`src/rtl/spi_seq_pkg.sv`:
```
// Shared types and constants for the SPI slave byte sequencer.
package spi_seq_pkg;

   typedef enum logic [2:0] {
      SqIdle,
      SqCmd,
      SqWrData,
      SqWrBus,
      SqRdFetch,
      SqRdStream
   } SeqState;

   localparam int         CMD_READ_BIT = 7;
   localparam logic [7:0] TX_IDLE_BYTE = 8'h00;

endpackage

```
`src/rtl/spi_slave_sequencer.sv`:
```
// Turns the bytes of a chip-select frame into register-bus writes or prefetched reads; bus_req is registered, one cycle after the trigger.
// No backpressure toward SPI: a byte arriving while a bus cycle is pending sets the sticky overrun flag and is dropped.
module spi_slave_sequencer
   import spi_seq_pkg::*;
#(
   parameter int ADDR_WIDTH = 7
) (
   input  logic                  sysClk,
   input  logic                  reset,
   input  logic                  cs_active,
   input  logic                  byte_valid,
   input  logic [7:0]            rx_byte,
   output logic [7:0]            tx_byte,
   output logic                  bus_req,
   output logic                  bus_we,
   output logic [ADDR_WIDTH-1:0] bus_addr,
   output logic [7:0]            bus_wdata,
   input  logic [7:0]            bus_rdata,
   input  logic                  bus_ack,
   output logic                  busy,
   output logic                  overrun
);

   SeqState               state_q, state_d;
   logic [ADDR_WIDTH-1:0] addr_q, addr_d;
   logic [7:0]            wdata_q, wdata_d;
   logic [7:0]            tx_q, tx_d;
   logic                  req_q, req_d;
   logic                  we_q, we_d;
   logic                  busy_q, busy_d;
   logic                  overrun_q, overrun_d;
   logic                  cs_prev_q, cs_prev_d;
   logic                  byte_in;

   // A byte coinciding with the chip-select fall belongs to no frame.
   assign byte_in = byte_valid && cs_active;

   always_comb begin
      state_d   = state_q;
      addr_d    = addr_q;
      wdata_d   = wdata_q;
      overrun_d = overrun_q;
      cs_prev_d = cs_active;

      case (state_q)
         SqIdle: begin
            if (cs_active && !cs_prev_q) begin
               state_d   = SqCmd;
               overrun_d = 1'b0;
            end
         end
         SqCmd: begin
            if (!cs_active) begin
               state_d = SqIdle;
            end else if (byte_valid) begin
               addr_d  = ADDR_WIDTH'(rx_byte[CMD_READ_BIT-1:0]);
               state_d = rx_byte[CMD_READ_BIT] ? SqRdFetch : SqWrData;
            end
         end
         SqWrData: begin
            if (!cs_active) begin
               state_d = SqIdle;
            end else if (byte_valid) begin
               wdata_d = rx_byte;
               state_d = SqWrBus;
            end
         end
         SqWrBus, SqRdFetch: begin
            // A pending request always runs to its ack, even after chip-select drops.
            if (byte_in) begin
               overrun_d = 1'b1;
            end
            if (bus_ack) begin
               addr_d = addr_q + ADDR_WIDTH'(1);
               if (!cs_active) begin
                  state_d = SqIdle;
               end else begin
                  state_d = (state_q == SqWrBus) ? SqWrData : SqRdStream;
               end
            end
         end
         SqRdStream: begin
            if (!cs_active) begin
               state_d = SqIdle;
            end else if (byte_valid) begin
               state_d = SqRdFetch;
            end
         end
         default: state_d = SqIdle;
      endcase

      req_d  = (state_d == SqWrBus) || (state_d == SqRdFetch);
      we_d   = (state_d == SqWrBus);
      busy_d = (state_d != SqIdle);

      if (state_d == SqIdle || state_d == SqCmd) begin
         tx_d = TX_IDLE_BYTE;
      end else if (state_q == SqRdFetch && bus_ack) begin
         tx_d = bus_rdata;
      end else begin
         tx_d = tx_q;
      end
   end

   always_ff @(posedge sysClk) begin
      if (reset) begin
         state_q   <= SqIdle;
         addr_q    <= '0;
         wdata_q   <= 8'h00;
         tx_q      <= TX_IDLE_BYTE;
         req_q     <= 1'b0;
         we_q      <= 1'b0;
         busy_q    <= 1'b0;
         overrun_q <= 1'b0;
         // Tracking cs through reset keeps a frame already in flight from looking like a new one.
         cs_prev_q <= cs_active;
      end else begin
         state_q   <= state_d;
         addr_q    <= addr_d;
         wdata_q   <= wdata_d;
         tx_q      <= tx_d;
         req_q     <= req_d;
         we_q      <= we_d;
         busy_q    <= busy_d;
         overrun_q <= overrun_d;
         cs_prev_q <= cs_prev_d;
      end
   end

   assign tx_byte   = tx_q;
   assign bus_req   = req_q;
   assign bus_we    = we_q;
   assign bus_addr  = addr_q;
   assign bus_wdata = wdata_q;
   assign busy      = busy_q;
   assign overrun   = overrun_q;

endmodule

```
`config.mk`:
```
export PLATFORM = sky130hd
export DESIGN_NAME = spi_slave_sequencer
export DESIGN_NICKNAME = d
export VERILOG_FILES = /design/src/rtl/spi_seq_pkg.sv /design/src/rtl/spi_slave_sequencer.sv
export SDC_FILE = /design/constraint.sdc
export NUM_CORES = 1
export LEC_CHECK = 0
export BUFFER_PORTS_ARGS = -buffer_cell sky130_fd_sc_hd__clkbuf_2
export CAP_MARGIN = 40
export CORE_UTILIZATION = 41
export CTS_CLUSTER_DIAMETER = 150
export DETAILED_ROUTE_END_ITERATION = 8
export PLACE_DENSITY = 0.67
export SLEW_MARGIN = 10
export SYNTH_ARGS = -nofsm -noshare
export SYNTH_HDL_FRONTEND = slang
export SYNTH_SLANG_ARGS = --single-unit
```
`constraint.sdc`:
```
create_clock -name sysClk -period 1.6 [get_ports sysClk]
set_input_delay 0.16 -clock sysClk [delete_from_list [all_inputs] [get_ports sysClk]]
set_output_delay 0.16 -clock sysClk [all_outputs]
set_load 0.02 [all_outputs]
```
==> results of run 1 <==
## kinds of logic after synthesis
family,Yosys count,synth area share (%)
multiplexers,9,5.956
flip-flops,31,41.03
adder cells (fa/ha/maj),1,0.8270
AND/OR/NAND/NOR,72,25.89
AO/OA/AOI/OAI,46,22.25
buffers and inverters,12,4.053
## cell usage in the layout, fill, tap and decap left out, types with 2 or more instances in the layout
cell type and instances:
inv_1 2, nand2b_1 6, nand2_2 2, and3_1 2, a22oi_1 3, nor3b_1 3
o21ai_0 2, dfxtp_1 30, a211oi_2 3, buf_6 2, nand2_1 20, o32ai_1 4
nand3_1 4, nor2b_1 3, mux2i_1 9, nor3_1 2, clkbuf_2 47, a21oi_1 12
clkbuf_8 6, nor2_1 11, a21oi_2 2, buf_4 21, o31a_1 3, or2_2 2
and2_1 4
## per-layer routing
metal  global-route usage [%]  vias to the layer above  wire length [µm]
met2                    33.70                       39              2024
met1                    23.99                      763              1710
met5                        0                        -                 0
li1                         -                      758                 -
met4                    7.849                        0                58
met3                    5.292                        9               152
## report_power, final
| part | internal (W) | switching [W] |
|---|---|---|
| Sequential | 0.000780 | 0.00000750 |
| Clock | 0.000503 | 0.000290 |
| Combinational | 0.0000708 | 0.0000851 |
## through the flow
step                total power (W)  setup WS (ns)
finish                     0.001737        0.01338
global route               0.001806       -0.04009
CTS                        0.001734       0.001881
detailed placement        0.0009436       -0.06564
global placement          0.0009436       -0.01622
floorplan                 0.0008785        0.07410
## Yosys cell counts (all sizes together) (3+ instances only)
| cell type | instances |
|---|---|
| or2 | 3 |
| inv | 3 |
| a22oi | 4 |
| o31a | 3 |
| clkbuf | 3 |
| o32ai | 6 |
| nor2b | 4 |
| mux2i | 9 |
| nor3b | 4 |
| nand2b | 6 |
| nand2 | 23 |
| buf | 6 |
| o21ai | 3 |
| dfxtp | 31 |
| nand3 | 5 |
| a211oi | 3 |
| nor2 | 12 |
| and2 | 4 |
| a21oi | 15 |
## layout make-up
type	instances	area [µm²]
clock buffer	6	82.58
clock inverter	2	35.03
fill	294	1271
inverter	3	11.26
multi-input combinational	128	944.7
sequential	31	624.3
tap	46	57.56
timing repair buffer	70	415.4
## final timing paths
path | to | slack (ns)
max | bus_addr[2] | 0.01
min | cs_prev_q | 0.09
max reg2reg | bus_addr[2] | 0.01
min reg2reg | tx_byte[1] | 0.46
## state kept, by name, summed over array words and instances, names as in the netlist
signal / flops
cs_prev_q: 1
busy: 1
overrun: 1
bus_addr: 7
tx_byte: 8
bus_req: 1
state_q: 3
bus_we: 1
bus_wdata: 8
## worst max-delay path, delay by kind of cell, from the launching register on
family | cells | cell delay [ns]
AO/OA/AOI/OAI | 3 | 0.45
AND/OR/NAND/NOR | 1 | 0.41
flip-flops | 1 | 0.37
buffers and inverters | 2 | 0.26
## timing repair
action | CTS | global route
gates resized for setup | 3 | 26
setup buffers | 0 | 4
pin swaps | 0 | 9
setup endpoints to repair | 20 | 19
hold endpoints to repair | 0 | 0
==> results_dict.tcl, run 1 <==
set metrics [dict create \
    postRouteAntennaNets 0 \
    ir_drop_mv 0.6734 \
    grt_usage_pct 19.98 \
    worstHoldStart "cs_active" \
    core_um2 3442 \
    setup-tns-final_ns 0 \
    root_buffer "clkbuf_8" \
    cp_common_cell "buf_6" \
    dp_hpwl_um 2722 \
    synth_area_per_cell_um2 8.846 \
    grt_pass1_vias 1423 \
    crit_chain "or3b_4, buf_6, buf_6, a21oi_2, a21oi_1, o32ai_1" \
    io_buffers 47 \
    synth_cells 171 \
    finalNonFillerCells 286 \
    drt_iter0_drc 108 \
    grt_pass1_wl_um 6210 \
    finalSetupViolCount 0 \
    hold_ws_ns 0.09035 \
    leakage_nw 0.9096 \
    cts_num_sinks 31 \
    slowest_stage "or3b_4" \
    rr_startpoint "state_q[1]" \
    crit_type "flop to flop" \
    clock_latency_ns 0.28 \
    clk_path_buf_depth 2 \
    fp.dieH_um 62.74 \
    cts_made_buffers 5 \
    vias_per_cell 5.486 \
    cp-start-kind "flop" \
    status "completed" \
    antenna_found_initial 0 \
    synth_edf_count 0 \
    rsz0062_at_grt "yes" \
    design_area_um2 2171 \
    critPathMaxStageDelay_ns 0.41 \
    rows 21 \
    max-slew-margin-rel_pct 74.06 \
    cp_max_fo 7 \
    endpoint_kind "flop" \
    grt_max_degree 21 \
    area_growth_pct 43.51 \
    postLayoutCoreUtil_pct 63.07 \
    arrival_ns 1.78 \
    post-route-drc-count 0 \
    ys_types 47 \
    hold_path_class "input port to flop" \
    clock.fmax_mhz 630.3 \
    drv_cap 0 \
    die_w_um 62.74 \
    min_period_over_period_pct 99.16 \
    ys_seq_area_share_pct 41.03 \
    initial_utilization_pct 43.95 \
    cp.required_ns 1.79 \
    startpoint "state_q[1]" \
    powerDensity_nw_per_um2 800.1 \
    vias 1569 \
    clkSlewWorstSetupHoldPaths_ns 0.06 \
    fin_nets 261 \
    clock_skew_ns 0.002603 \
    n_antenna_cell 0 \
    ys.flop_type "dfxtp_1" \
    placed_cell_area_um2 1906 \
    avgRoutedWirePerCell_um 13.80 \
    yosysTopAreaCell "dfxtp_1" \
    async_flop_share_pct 0 \
    grt-ovfl-total 0 \
    period_needed_ns 1.587 \
    gp_congestion 0.8886 \
    hold_buffers 0 \
    report.final.hold_viol_count 0 \
    ios 48 \
    cts_tree "yes" \
    yosysTopAreaCellShare_pct 41.03 \
    yosysWarnings 0 \
    ff2ff_path_depth 6 \
    first_pass_iters 4 \
    worst_slew_pin_slew_ns 0.3883 \
    holdPathStages 1 \
    htree_levels 2 \
    drive_above_1_share_pct 43.75 \
    netlist_area_um2 1513 \
    synthTopCellsByArea "dfxtp_1 41%, mux2i_1 6.0%, nand2_1 5.5%" \
    dp_cells 275 \
    die-area_um2 3936 \
    synth_seq_cells 31 \
    drt_wl_total_um 3946 \
    slew_violations 0 \
    synth_nets 193 \
]
(Power assumes the default switching activity.)
==> inputs of run 2 (changes only) <==
Settings changed: CELL_PAD_IN_SITES_DETAIL_PLACEMENT set to 1, CELL_PAD_IN_SITES_GLOBAL_PLACEMENT set to 2, CORE_ASPECT_RATIO set to 0.8, CORE_UTILIZATION 41 to 29, PLACE_DENSITY 0.67 to not set, PLACE_DENSITY_LB_ADDON set to 0.1.
==> results_dict.tcl, run 2 (synthesis gave the netlist of run 1 again) <==
set metrics [dict create \
    grt-ovfl-total 0 \
    worstHoldStart "cs_active" \
    cp_max_fo 10 \
    io_buffers 47 \
    vias 1546 \
    max-slew-margin-rel_pct 67.62 \
    finalSetupViolCount 0 \
    core_um2 5007 \
    post-route-drc-count 0 \
    root_buffer "clkbuf_8" \
    netSwitchingFraction_pct 21.76 \
    startpoint "state_q[1]" \
    arrival_ns 1.75 \
    postRouteAntennaNets 0 \
    cts_tree "yes" \
    die_w_um 82.75 \
    clkSlewWorstSetupHoldPaths_ns 0.07 \
    setup-tns-final_ns 0 \
    dp_hpwl_um 3437 \
    slew_violations 0 \
    finalNonFillerCells 298 \
    p_int_w 0.001470 \
    die-area_um2 5511 \
    finalWorstSetupSlack_ns 0.06598 \
    rr_startpoint "state_q[1]" \
    cp.required_ns 1.82 \
    grt_pass1_vias 1533 \
    fin_nets 257 \
    htree_levels 2 \
    fp.dieH_um 66.60 \
    status "completed" \
    leakage_nw 0.8465 \
    pre_cts_slack_ns -0.1355 \
    p_sw_w 0.0004089 \
    period_needed_ns 1.534 \
    crit_type "flop to flop" \
    min_period_over_period_pct 95.88 \
    fillCellCount 611 \
    report.final.hold_viol_count 0 \
    clock_skew_ns 0.005483 \
    antenna_found_initial 0 \
    power.total_w 0.001879 \
    dp_cells 288 \
    p_seq_share_pct 42.0 \
    drt_iter0_drc 80 \
    ir_drop_mv 0.5433 \
    hold_path_class "input port to flop" \
    final_cell_mix "47 x clkbuf_2, 27 x dfxtp_1, 20 x nand2_1, 18 x buf_4, 15 x a21oi_1" \
    worst_slew_pin_slew_ns 0.4856 \
    clk_path_buf_depth 2 \
    ios 48 \
    area_growth_pct 40.86 \
    comb_power_share_pct 8.0 \
    gp_congestion 0.8140 \
    hold_buffers 0 \
    drt_wl_total_um 4683 \
    rows 23 \
    first_pass_iters 4 \
    cp-start-kind "flop" \
    grt_pass1_wl_um 7217 \
    final_common_cell "clkbuf_2" \
    endpoint_kind "flop" \
    initial_utilization_pct 30.21 \
    vias_per_cell 5.188 \
    grt_usage_pct 17.81 \
    cts_num_sinks 31 \
    grt_max_degree 21 \
    clock_latency_ns 0.29 \
    avgRoutedWirePerCell_um 15.71 \
    clock.fmax_mhz 651.9 \
    pwr-share-clk_pct 50.0 \
    drv_cap 0 \
    powerDensity_nw_per_um2 881.7 \
    n_antenna_cell 0 \
    drive_above_1_share_pct 40.25 \
    cts_made_buffers 5 \
]
[run 2: what timing repair did]
action,CTS,global route
setup endpoints to repair,20,24
pin swaps,0,3
gates resized for setup,3,18
setup buffers,2,0
endpoints found under the hold margin,0,0
[run 2: path summary, 6_finish.rpt]
path | to | slack (ns) | cells after the start
worst max-delay path | bus_addr[0] | 0.07 | 4
worst min-delay path | cs_prev_q | 0.07 | 1
worst max register to register | bus_addr[0] | 0.07 | 4
worst min register to register | tx_byte[6] | 0.46 | 2
[run 2: layout make-up]
type	instances	area, µm²	share of cell area [%]
clock inverter	2	60.06	2.819
multi-input combinational	128	899.6	42.22
sequential	31	628.1	29.48
tap	62	77.57	3.641
inverter	3	11.26	0.5285
timing repair buffer	66	381.6	17.91
clock buffer	6	72.57	3.406
[run 2: metal layers]
| layer | part of all wire, % | vias to the layer above | track usage, % |
|---|---|---|---|
| met5 | 0 | - | 0 |
| met4 | 0.75 | 0 | 6.250 |
| met3 | 5.7 | 6 | 5.616 |
| met2 | 47 | 46 | 28.89 |
| met1 | 46 | 748 | 21.98 |
| li1 | - | 746 | - |
[run 2: worst max-delay path, cell delays in order (launching register included)]
cell      delay, ns
dfxtp_4        0.37
nand3b_1       0.27
a211o_4        0.42
a211o_1        0.27
a31oi_1        0.13
[run 2: power groups by stage]
| stage | Combinational (W) | Sequential, W | Clock [W] |
|---|---|---|---|
| after global placement | 0.000136 | 0.000807 | 0 |
| final | 0.000150 | 0.000789 | 0.000940 |
| after global routing | 0.000164 | 0.000790 | 0.00100 |
| after detailed placement | 0.000140 | 0.000807 | 0 |
| after floorplan | 0.0000658 | 0.000813 | 0 |
| after CTS | 0.000142 | 0.000789 | 0.000972 |
[run 2: stage by stage]
stage / hold slack (ns) / utilization, % / area [µm²]
floorplan: 0.1877 / - / 1513
global placement: 0.3781 / 38.01 / 1903
detailed placement: 0.3747 / 38.01 / 1903
CTS: 0.06168 / 41.25 / 2066
global route: 0.06907 / 42.55 / 2131
finish: 0.07209 / 42.55 / 2131
